## src/rtl/axi_pkg.sv

```systemverilog
// Shared AXI read-channel definitions: burst/response encodings, FSM states,
// AR field widths and the burst address helpers.
package axi_pkg;

    localparam int unsigned ADDR_W  = 32;
    localparam int unsigned LEN_W   = 4;
    localparam int unsigned SIZE_W  = 2;
    localparam int unsigned BURST_W = 2;
    localparam int unsigned RESP_W  = 2;

    typedef enum logic [BURST_W-1:0] {
        BURST_FIXED = 2'b00,
        BURST_INCR  = 2'b01,
        BURST_WRAP  = 2'b10,
        BURST_RSVD  = 2'b11
    } burst_e;

    typedef enum logic [RESP_W-1:0] {
        RESP_OKAY   = 2'b00,
        RESP_EXOKAY = 2'b01,
        RESP_SLVERR = 2'b10,
        RESP_DECERR = 2'b11
    } resp_e;

    typedef enum logic {
        ST_IDLE  = 1'b0,
        ST_BURST = 1'b1
    } state_e;

    // Address of the beat following addr for the given burst shape.
    function automatic logic [ADDR_W-1:0] axi_next_addr(
        input logic [ADDR_W-1:0]  addr,
        input logic [SIZE_W-1:0]  size,
        input logic [LEN_W-1:0]   len,
        input logic [BURST_W-1:0] burst
    );
        logic [ADDR_W-1:0] step;
        logic [ADDR_W-1:0] mask;
        step = ADDR_W'(1) << size;
        mask = ((ADDR_W'(len) + ADDR_W'(1)) << size) - ADDR_W'(1);
        case (burst)
            BURST_FIXED: return addr;
            BURST_WRAP:  return (addr & ~mask) | ((addr + step) & mask);
            default:     return addr + step;
        endcase
    endfunction

    // Request-level errors that poison every beat of the burst.
    function automatic logic axi_cfg_err(
        input logic [SIZE_W-1:0]  size,
        input logic [BURST_W-1:0] burst,
        input logic [LEN_W-1:0]   len
    );
        return (size == 2'b11) || (burst == BURST_RSVD) ||
               ((burst == BURST_WRAP) && !(len inside {4'd1, 4'd3, 4'd7, 4'd15}));
    endfunction

endpackage

```

## src/rtl/axi_slave_mem.sv

```systemverilog
// Word memory behind the read slave: synchronous preload write, asynchronous read.
module axi_slave_mem #(
    parameter int unsigned DataW = 32,
    parameter int unsigned Words = 64
) (
    input  logic                     clk,
    input  logic                     we,
    input  logic [$clog2(Words)-1:0] waddr,
    input  logic [DataW-1:0]         wdata,
    input  logic [$clog2(Words)-1:0] raddr,
    output logic [DataW-1:0]         rdata
);

    logic [DataW-1:0] mem [Words];

    always_ff @(posedge clk) begin
        if (we) mem[waddr] <= wdata;
    end

    assign rdata = mem[raddr];

endmodule

```

## src/rtl/axi_read_slave.sv

```systemverilog
// AXI read responder: one outstanding AR, burst returned in order on R from
// the internal word memory.
module axi_read_slave
    import axi_pkg::*;
#(
    parameter int unsigned BusWidth = 32,
    parameter int unsigned tagbits  = 1,
    parameter int unsigned MemWords = 64
) (
    input  logic                        ACLK,
    input  logic                        ARESET,
    input  logic                        mem_we,
    input  logic [$clog2(MemWords)-1:0] mem_waddr,
    input  logic [BusWidth-1:0]         mem_wdata,
    input  logic [tagbits-1:0]          ARID,
    input  logic [BusWidth-1:0]         ARADDR,
    input  logic [LEN_W-1:0]            ARLEN,
    input  logic [SIZE_W-1:0]           ARSIZE,
    input  logic [BURST_W-1:0]          ARBURST,
    input  logic [1:0]                  ARLOCK,
    input  logic [3:0]                  ARCACHE,
    input  logic [2:0]                  ARPROT,
    input  logic                        ARVALID,
    output logic                        ARREADY,
    output logic [tagbits-1:0]          RID,
    output logic [BusWidth-1:0]         RDATA,
    output logic [RESP_W-1:0]           RRESP,
    output logic                        RLAST,
    output logic                        RVALID,
    input  logic                        RREADY
);

    localparam int unsigned AW = $clog2(MemWords);

    state_e               state;
    logic [BusWidth-1:0]  addr_q;
    logic [LEN_W-1:0]     len_q;
    logic [LEN_W-1:0]     cnt_q;
    logic [SIZE_W-1:0]    size_q;
    logic [BURST_W-1:0]   burst_q;
    logic                 cfg_err_q;

    logic [BusWidth-1:0]  nxt_addr_c;
    logic [BusWidth-1:0]  rd_addr_c;
    logic [BusWidth-1:0]  rd_data_c;
    logic [AW-1:0]        rd_idx_c;
    logic                 cfg_err_c;
    logic                 rd_err_c;
    logic                 unused_sigs;

    // The beat being loaded is the request start in IDLE, else the next burst address.
    always_comb begin
        nxt_addr_c = axi_next_addr(addr_q, size_q, len_q, burst_q);
        cfg_err_c  = axi_cfg_err(ARSIZE, ARBURST, ARLEN);
        rd_addr_c  = (state == ST_IDLE) ? ARADDR : nxt_addr_c;
        rd_idx_c   = rd_addr_c[AW+1:2];
        rd_err_c   = ((state == ST_IDLE) ? cfg_err_c : cfg_err_q) ||
                     (rd_addr_c[BusWidth-1:AW+2] != '0);
    end

    assign unused_sigs = ^{ARLOCK, ARCACHE, ARPROT, rd_addr_c[1:0]};

    axi_slave_mem #(
        .DataW (BusWidth),
        .Words (MemWords)
    ) u_mem (
        .clk   (ACLK),
        .we    (mem_we),
        .waddr (mem_waddr),
        .wdata (mem_wdata),
        .raddr (rd_idx_c),
        .rdata (rd_data_c)
    );

    always_ff @(posedge ACLK) begin
        if (ARESET) begin
            state     <= ST_IDLE;
            ARREADY   <= 1'b0;
            RVALID    <= 1'b0;
            RLAST     <= 1'b0;
            RID       <= '0;
            RDATA     <= '0;
            RRESP     <= RESP_OKAY;
            addr_q    <= '0;
            len_q     <= '0;
            cnt_q     <= '0;
            size_q    <= '0;
            burst_q   <= '0;
            cfg_err_q <= 1'b0;
        end else begin
            case (state)
                ST_IDLE: begin
                    if (ARVALID && ARREADY) begin
                        addr_q    <= ARADDR;
                        len_q     <= ARLEN;
                        cnt_q     <= ARLEN;
                        size_q    <= ARSIZE;
                        burst_q   <= ARBURST;
                        cfg_err_q <= cfg_err_c;
                        RID       <= ARID;
                        RDATA     <= rd_err_c ? '0 : rd_data_c;
                        RRESP     <= rd_err_c ? RESP_SLVERR : RESP_OKAY;
                        RLAST     <= (ARLEN == '0);
                        RVALID    <= 1'b1;
                        ARREADY   <= 1'b0;
                        state     <= ST_BURST;
                    end else begin
                        ARREADY <= 1'b1;
                    end
                end
                ST_BURST: begin
                    if (RREADY) begin
                        if (cnt_q == '0) begin
                            RVALID  <= 1'b0;
                            RLAST   <= 1'b0;
                            ARREADY <= 1'b1;
                            state   <= ST_IDLE;
                        end else begin
                            addr_q <= nxt_addr_c;
                            cnt_q  <= cnt_q - LEN_W'(1);
                            RDATA  <= rd_err_c ? '0 : rd_data_c;
                            RRESP  <= rd_err_c ? RESP_SLVERR : RESP_OKAY;
                            RLAST  <= (cnt_q == LEN_W'(1));
                        end
                    end
                end
                default: state <= ST_IDLE;
            endcase
        end
    end

endmodule

```

## config.mk

```make
export PLATFORM = sky130hd
export DESIGN_NAME = axi_read_slave
export DESIGN_NICKNAME = d
export VERILOG_FILES = /design/src/rtl/axi_pkg.sv /design/src/rtl/axi_slave_mem.sv /design/src/rtl/axi_read_slave.sv
export SDC_FILE = /design/constraint.sdc
export NUM_CORES = 2
export LEC_CHECK = 0
export BUFFER_PORTS_ARGS = -buffer_cell sky130_fd_sc_hd__buf_2
export CAP_MARGIN = 20
export CORE_MARGIN = 2
export CORE_UTILIZATION = 45
export DETAILED_ROUTE_END_ITERATION = 8
export REMOVE_ABC_BUFFERS = 1
export SETUP_SLACK_MARGIN = 0.1
export SYNTH_ARGS = -nofsm -noshare
export SYNTH_HDL_FRONTEND = slang
export SYNTH_SLANG_ARGS = --single-unit
```

## constraint.sdc

```tcl
create_clock -name ACLK -period 5.29 [get_ports ACLK]
set_clock_uncertainty 0.1 [all_clocks]
set_input_delay 0.2645 -clock ACLK [delete_from_list [all_inputs] [get_ports ACLK]]
set_output_delay 0.2645 -clock ACLK [all_outputs]
set_load 0.1 [all_outputs]
```

== Word-level counts from Yosys, hierarchy flattened ==
Memory sizes are Yosys's and may differ from the RTL's.
Cells that the tools add are included.

* Memory bits (writable): 2048
* Bits of input ports: 93
* Word-level logic and storage cells: 93
* Memories kept: 1
* Flip-flop bits (word level): 84

{| class="wikitable"
|+ Memories
! memory !! words !! width !! read ports !! clocked after Yosys merged registers in !! wr ports !! RTL line !! RTL
|-
| u_mem.mem || 64 || 32 || 1 || 0 || 1 || axi_slave_mem.sv:14 || <nowiki>logic [DataW-1:0] mem [Words];</nowiki>
|}

* Shift operators: 2
* Eq/ne operators: 13
* Multiplexer cells: 39
* Bitwise logic cells: 5
* Reduce and logical (&&, ||, !) cells: 16
* $add $sub $neg: 4

{| class="wikitable"
|+ Operators with widths
! cell !! number
|-
| $mux 32 || 8
|-
| $pmux 32 s2 || 3
|-
| $and 32x32->32 || 2
|-
| $add 32x32->32 || 1
|-
| $not 32->32 || 1
|-
| $or 32x32->32 || 1
|-
| $shl 1x2->32 const A || 1
|-
| $shl 5x2->32 || 1
|-
| $sub 32x1->32 const B || 1
|-
| $reduce_bool 24->1 || 1
|-
| $mux 1 || 15
|-
| $mux 4 || 3
|-
| $eq 2x2->1 const B || 4
|-
| $eq 4x1->1 const B || 2
|-
| $logic_not 4->1 || 2
|-
| $mux 2 || 4
|-
| $pmux 1 s2 || 4
|-
| $pmux 4 s2 || 1
|-
| $reduce_and 2->1 || 3
|-
| $reduce_and 3->1 || 2
|-
| $add 4x1->5 const B || 1
|-
| $eq 4x2->1 const B || 1
|-
| $eq 4x3->1 const B || 1
|-
| $eq 4x4->1 const B || 1
|-
| other kinds (10) || 15
|}

== Logic depth before layout (Yosys ltp) ==
* Word-level depth: 14
* Mapped depth: 22
* Depth with buffers taken out: 18

== Modules after synthesis ==
From an unflattened synthesis, not the netlist that was laid out.

* Cells, all modules: 4084
* Area total of the unflattened synthesis: 83929.2 um^2

{| class="wikitable"
|+ By module, submodules not included
! module !! area an instance (um^2) !! seq. area each (um^2) !! instances !! cells each
|-
| axi_slave_mem || 77874.7 || 61499.0 || 1 || 3292
|-
| axi_read_slave || 6054.6 || 1661.6 || 1 || 792
|}

== Least setup slack after synthesis ==
No wires, ideal clock.

* Path type: register to register
* Start: register size_q[0]
* End: register RDATA[16]
* Arrival time: 3.907 ns
* Required time: 5.061 ns
* Buffers on the path: 5
* Setup time: 0.129 ns
* Cell stages (with the launch flop): 20
* Period minus slack after synthesis: 4.136 ns
* Setup slack: 1.154 ns
* Cell sequence: dfxtp_1 > buf_4 > buf_4 > nor2_1 > ha_1 > inv_1 > fa_1 > xor2_1 > or3_1 > a31o_2 > nand2_2 > buf_6 > buf_6 > buf_2 > mux4_2 > nand2_1 > nand3_1 > and3_1 > a32oi_1 > o21ai_0

* Cells in the longest elaborated chain, start to end: 13
* Elaborated cells between the ends (all ways): 18

{| class="wikitable"
|+ RTL lines
! what !! RTL line !! RTL
|-
| start: declaration || axi_read_slave.sv:39 || <nowiki>logic [SIZE_W-1:0] size_q;</nowiki>
|-
| start signal: assignment || axi_read_slave.sv:87 || <nowiki>size_q <= '0;</nowiki>
|-
| start signal: assignment || axi_read_slave.sv:97 || <nowiki>size_q <= ARSIZE;</nowiki>
|-
| $shl 5x2->32 || axi_pkg.sv:40 || <nowiki>mask = ((ADDR_W'(len) + ADDR_W'(1)) << size) - ADDR_W'(1);</nowiki>
|-
| $sub 32x1->32 || axi_pkg.sv:40 ||
|-
| $not 32->32 || axi_pkg.sv:43 || <nowiki>BURST_WRAP: return (addr & ~mask) | ((addr + step) & mask);</nowiki>
|-
| $and 32x32->32 || axi_pkg.sv:43 ||
|-
| $or 32x32->32 || axi_pkg.sv:43 ||
|-
| $pmux 32 s2 * || axi_pkg.sv:41 || <nowiki>case (burst)</nowiki>
|-
| $mux 32 * || axi_read_slave.sv:55 || <nowiki>rd_addr_c = (state == ST_IDLE) ? ARADDR : nxt_addr_c;</nowiki>
|-
| parallel branches: the longest is 2 deep, another holds $mem_v2 64x32 || - ||
|-
| $mux 32 * || axi_read_slave.sv:101, axi_read_slave.sv:121 ||
|-
| $mux 32 || axi_read_slave.sv:113 || <nowiki>if (cnt_q == '0) begin</nowiki>
|-
| $mux 32 || axi_read_slave.sv:112 || <nowiki>if (RREADY) begin</nowiki>
|-
| $pmux 32 s2 * || axi_read_slave.sv:91 || <nowiki>case (state)</nowiki>
|-
| end signal: assignment || axi_read_slave.sv:101 || <nowiki>RDATA <= rd_err_c ? '0 : rd_data_c;</nowiki>
|-
| end signal: assignment || axi_read_slave.sv:121 || <nowiki>RDATA <= rd_err_c ? '0 : rd_data_c;</nowiki>
|-
| end: declaration || axi_read_slave.sv:26 || <nowiki>output logic [BusWidth-1:0] RDATA,</nowiki>
|}

Every way passes the cells marked *. The select of a mux whose other input is x is not followed.
A chain may end at the register's enable or synchronous reset.

== Worst setup path in the final report ==
* Start: register len_q[0]
* End: register RDATA[8]

* Cells in the longest elaborated chain, start to end: 14
* Elaborated cells between the ends (all ways): 17

{| class="wikitable"
|+ RTL lines
! what !! RTL line !! RTL
|-
| start: declaration || axi_read_slave.sv:37 || <nowiki>logic [LEN_W-1:0] len_q;</nowiki>
|-
| start signal: assignment || axi_read_slave.sv:85 || <nowiki>len_q <= '0;</nowiki>
|-
| start signal: assignment || axi_read_slave.sv:95 || <nowiki>len_q <= ARLEN;</nowiki>
|-
| $add 4x1->5 * || axi_pkg.sv:40 ||
|-
| $shl 5x2->32 * || axi_pkg.sv:40 ||
|-
| $sub 32x1->32 * || axi_pkg.sv:40 ||
|-
| $not 32->32 || axi_pkg.sv:43 ||
|-
| $and 32x32->32 || axi_pkg.sv:43 ||
|-
| $or 32x32->32 * || axi_pkg.sv:43 ||
|-
| $pmux 32 s2 * || axi_pkg.sv:41 ||
|-
| $mux 32 * || axi_read_slave.sv:55 ||
|-
| parallel branches: the longest is 2 deep, another holds $mem_v2 64x32 || - ||
|-
| $mux 32 * || axi_read_slave.sv:101, axi_read_slave.sv:121 ||
|-
| $mux 32 || axi_read_slave.sv:113 ||
|-
| $mux 32 || axi_read_slave.sv:112 ||
|-
| $pmux 32 s2 * || axi_read_slave.sv:91 ||
|}

Marks and branches as above.

==> results.ini <==
[run_status]
status = finished with violations
violations = antenna violations, design-rule violations

[synth]
yosys_warnings = 0
yosysSeqAreaShare_pct = 75.0
synth_seq_cells = 2131
async_reset_ff_share_pct = 0
synth_cell_type_count = 81
synth_edf_count = 2048
syn_area_per_cell_um2 = 16.3
syn-cell-area_um2 = 84300
synth_ff_type = edfxtp_1
syn_inst = 5166

[route]
ant_nets = 1
via_count = 48977
drt_iter0_drc = 6234
via_per_inst = 5.96
wire_per_inst_um = 28.4
dr.pass1.iters = 8
wirelength_mm = 233
post-route-drc-count = 6

[worst_setup_path]
path_class = reg2reg
arrival_ps = 5590
crit_required_ps = 5940
crit_path_max_fanout = 18
cp-start-kind = register
reg2reg_from = len_q[0]
regToRegEndpoint = RDATA[8]
crit_start = len_q[0]
reg2reg_setup_slack_ps = 350
rr_worst_depth = 19
cp-end-kind = register

[placed_design]
port_buffers = 120
gp_congestion = 0.826
placement.setup.worst_slack_ps = 193
hpwl_mm = 131

[sta]
finalCritPeriodShare_pct = 93.4
finalWorstSetupSlack_ps = 349
hold_viol = 0
worst_hold_slack_ps = 46.3
fmax_mhz = 202
tns_ps = 0
slew_violations = 0
setup_viol = 0
tightestPinTransition_ps = 1180
slew_headroom_pct = 21.3
min_period_ps = 4940
grt_setup_unrepaired = no

[floorplanning]
core_area_um2 = 186000
row_count = 158
die_area_um2 = 191000
initial_core_util_pct = 45.4
ios = 131
die-height_um = 437
die_w_um = 437

[clocking]
cts_root_buf = clkbuf_16
clk_pin_slew_worst_paths_ps = 60
cts_sinks = 2131
cts_buffer_depth = 3
cts_tree = yes
cts_made_buffers = 214
cts.htree.levels = 4
clk_latency_ps = 860

[global_route]
grt_pass1_vias = 47285
grt_antenna_before_repair = 5
gr-total-overflow = 0
track_usage_pct = 24.1
grt_pass1_wl_mm = 334
grt_max_degree = 75

[power]
cellLeakagePower_uw = 0.0320
peakVddDrop_uv = 371
p_per_area_nw_per_um2 = 372

[finish]
drive_gt1_share_pct = 19.0
layout_commonest_cell = edfxtp_1
area_growth_pct = 16.3
post-route-util_pct = 52.8
nets = 5651
mostFrequentLayoutCells = 2048 x edfxtp_1, 902 x nand2_1, 230 x mux4_2

[min_path]
hold_end = u_mem.mem[16][21]
hp-class = in2reg
hold-path-cell-count = 2
worstHoldStart = mem_wdata[21]

[flow_run]
cap_violations = 0

-- how the worst max path moves through the flow --
stage | end | depth (start not counted)
2_1_floorplan | RDATA[7] | 9
3_3_place_gp | RDATA[1] | 17
3_5_place_dp | RDATA[1] | 17
4_1_cts | RDATA[8] | 19
5_1_grt | RDATA[8] | 19
6_report | RDATA[8] | 19
-- per-layer routing --
layer	GRT usage, %	share of wire [%]	vias to the layer above
met5	0	0.0047	-
met4	6.20	2.1	2
met3	3.79	7.9	304
met2	39.2	48	2029
met1	34.0	42	25509
li1	-	-	21133
-- cells in the mapped netlist (7+ instances only) --
master,n,area (um2)
o32ai_1,7,61.3
o21ai_1,11,55.1
edfxtp_1,2048,61500
a32o_1,36,360
o22ai_1,44,275
buf_1,30,113
xnor2_1,7,61.3
and3_1,77,482
inv_1,16,60.1
nor2_1,138,518
dfxtp_1,83,1660
a311oi_1,34,298
a31o_2,7,61.3
or2_2,9,56.3
ha_1,9,113
and4_1,8,70.1
buf_4,31,233
o211ai_1,12,90.1
a221oi_1,16,140
nand2_1,903,3390
o31ai_1,7,52.6
mux4_2,230,5180
a31oi_1,53,332
nand3_1,191,956
a22o_1,8,70.1
or3_1,12,75.1
and2_1,8,50.1
buf_2,117,586
nand4_1,13,81.3
buf_6,10,113
clkbuf_1,142,533
a211oi_1,28,210
nor3_1,35,175
nor2b_1,13,81.3
o21ai_0,62,310
mux2_2,53,597
mux2i_1,191,1910
a32oi_1,160,1400
xor2_1,10,87.6
a21oi_1,196,981
-- state kept, by name, indices dropped and copies added (netlist names), 2 cells and up --
register and count:
len_q 4, u_mem.mem 2048, size_q 2, addr_q 32, cnt_q 4, burst_q 2
RDATA 32
-- timing repair --
item | 4_1_cts | 5_1_grt
hold buffers | 71 | 26
buffers inserted | 0 | 7
resized for setup | 0 | 9
hold endpoints to repair | 117 | 1175
setup endpoints to repair | 0 | 31
-- cells by family after synthesis --
family / Yosys count / share of synthesized area, %
other: 1 / 0.00445
buffers and inverters: 346 / 1.94
AO/OA/AOI/OAI: 736 / 6.15
adder cells (fa/ha/maj): 10 / 0.157
AND/OR/NAND/NOR: 1450 / 7.46
XOR/XNOR: 18 / 0.196
flip-flops: 2131 / 75.0
multiplexers: 474 / 9.13
-- critical path, stage by stage (launching register included) --
cell       delay, ps
dfxtp_1          380
ha_1             330
nand3b_1         140
a21boi_0         130
or3_4            360
o21a_1           220
nor4_1           310
ha_1             200
a21oi_1           70
nor2_2           200
nand3_1          160
xnor2_1          160
o31ai_1          220
nand4b_1         130
a2111oi_1        500
nand4_1          320
nor3_1           310
nand2b_1          90
buf_4            240
o31ai_1          260
-- per-stage QoR --
step / instance area, um2 / power [uW] / cells
after CTS: 97000 / 36600 / 8144
after detailed placement: 89600 / 22300 / 7679
after floorplan: 82700 / 21400 / 4836
after global routing: 98000 / 37600 / 8206
final: 98000 / 36500 / 8212
after global placement: 89400 / 22200 / 7672
-- cell type report --
class,count,area (um2)
fill,14765,87600
sequential,2131,63200
multi-input combinational,2690,20200
clock buffer,296,5790
timing repair buffer,495,4840
tap,2480,3100
clock inverter,98,877
inverter,16,60.1
antenna,6,15.0
-- where the power goes --
group	total, uW	switching (uW)	internal, uW
Clock	14400	6290	8140
Combinational	3360	2140	1220
Sequential	18700	59.8	18600
No activity file was read; power rests on OpenSTA's default activity.
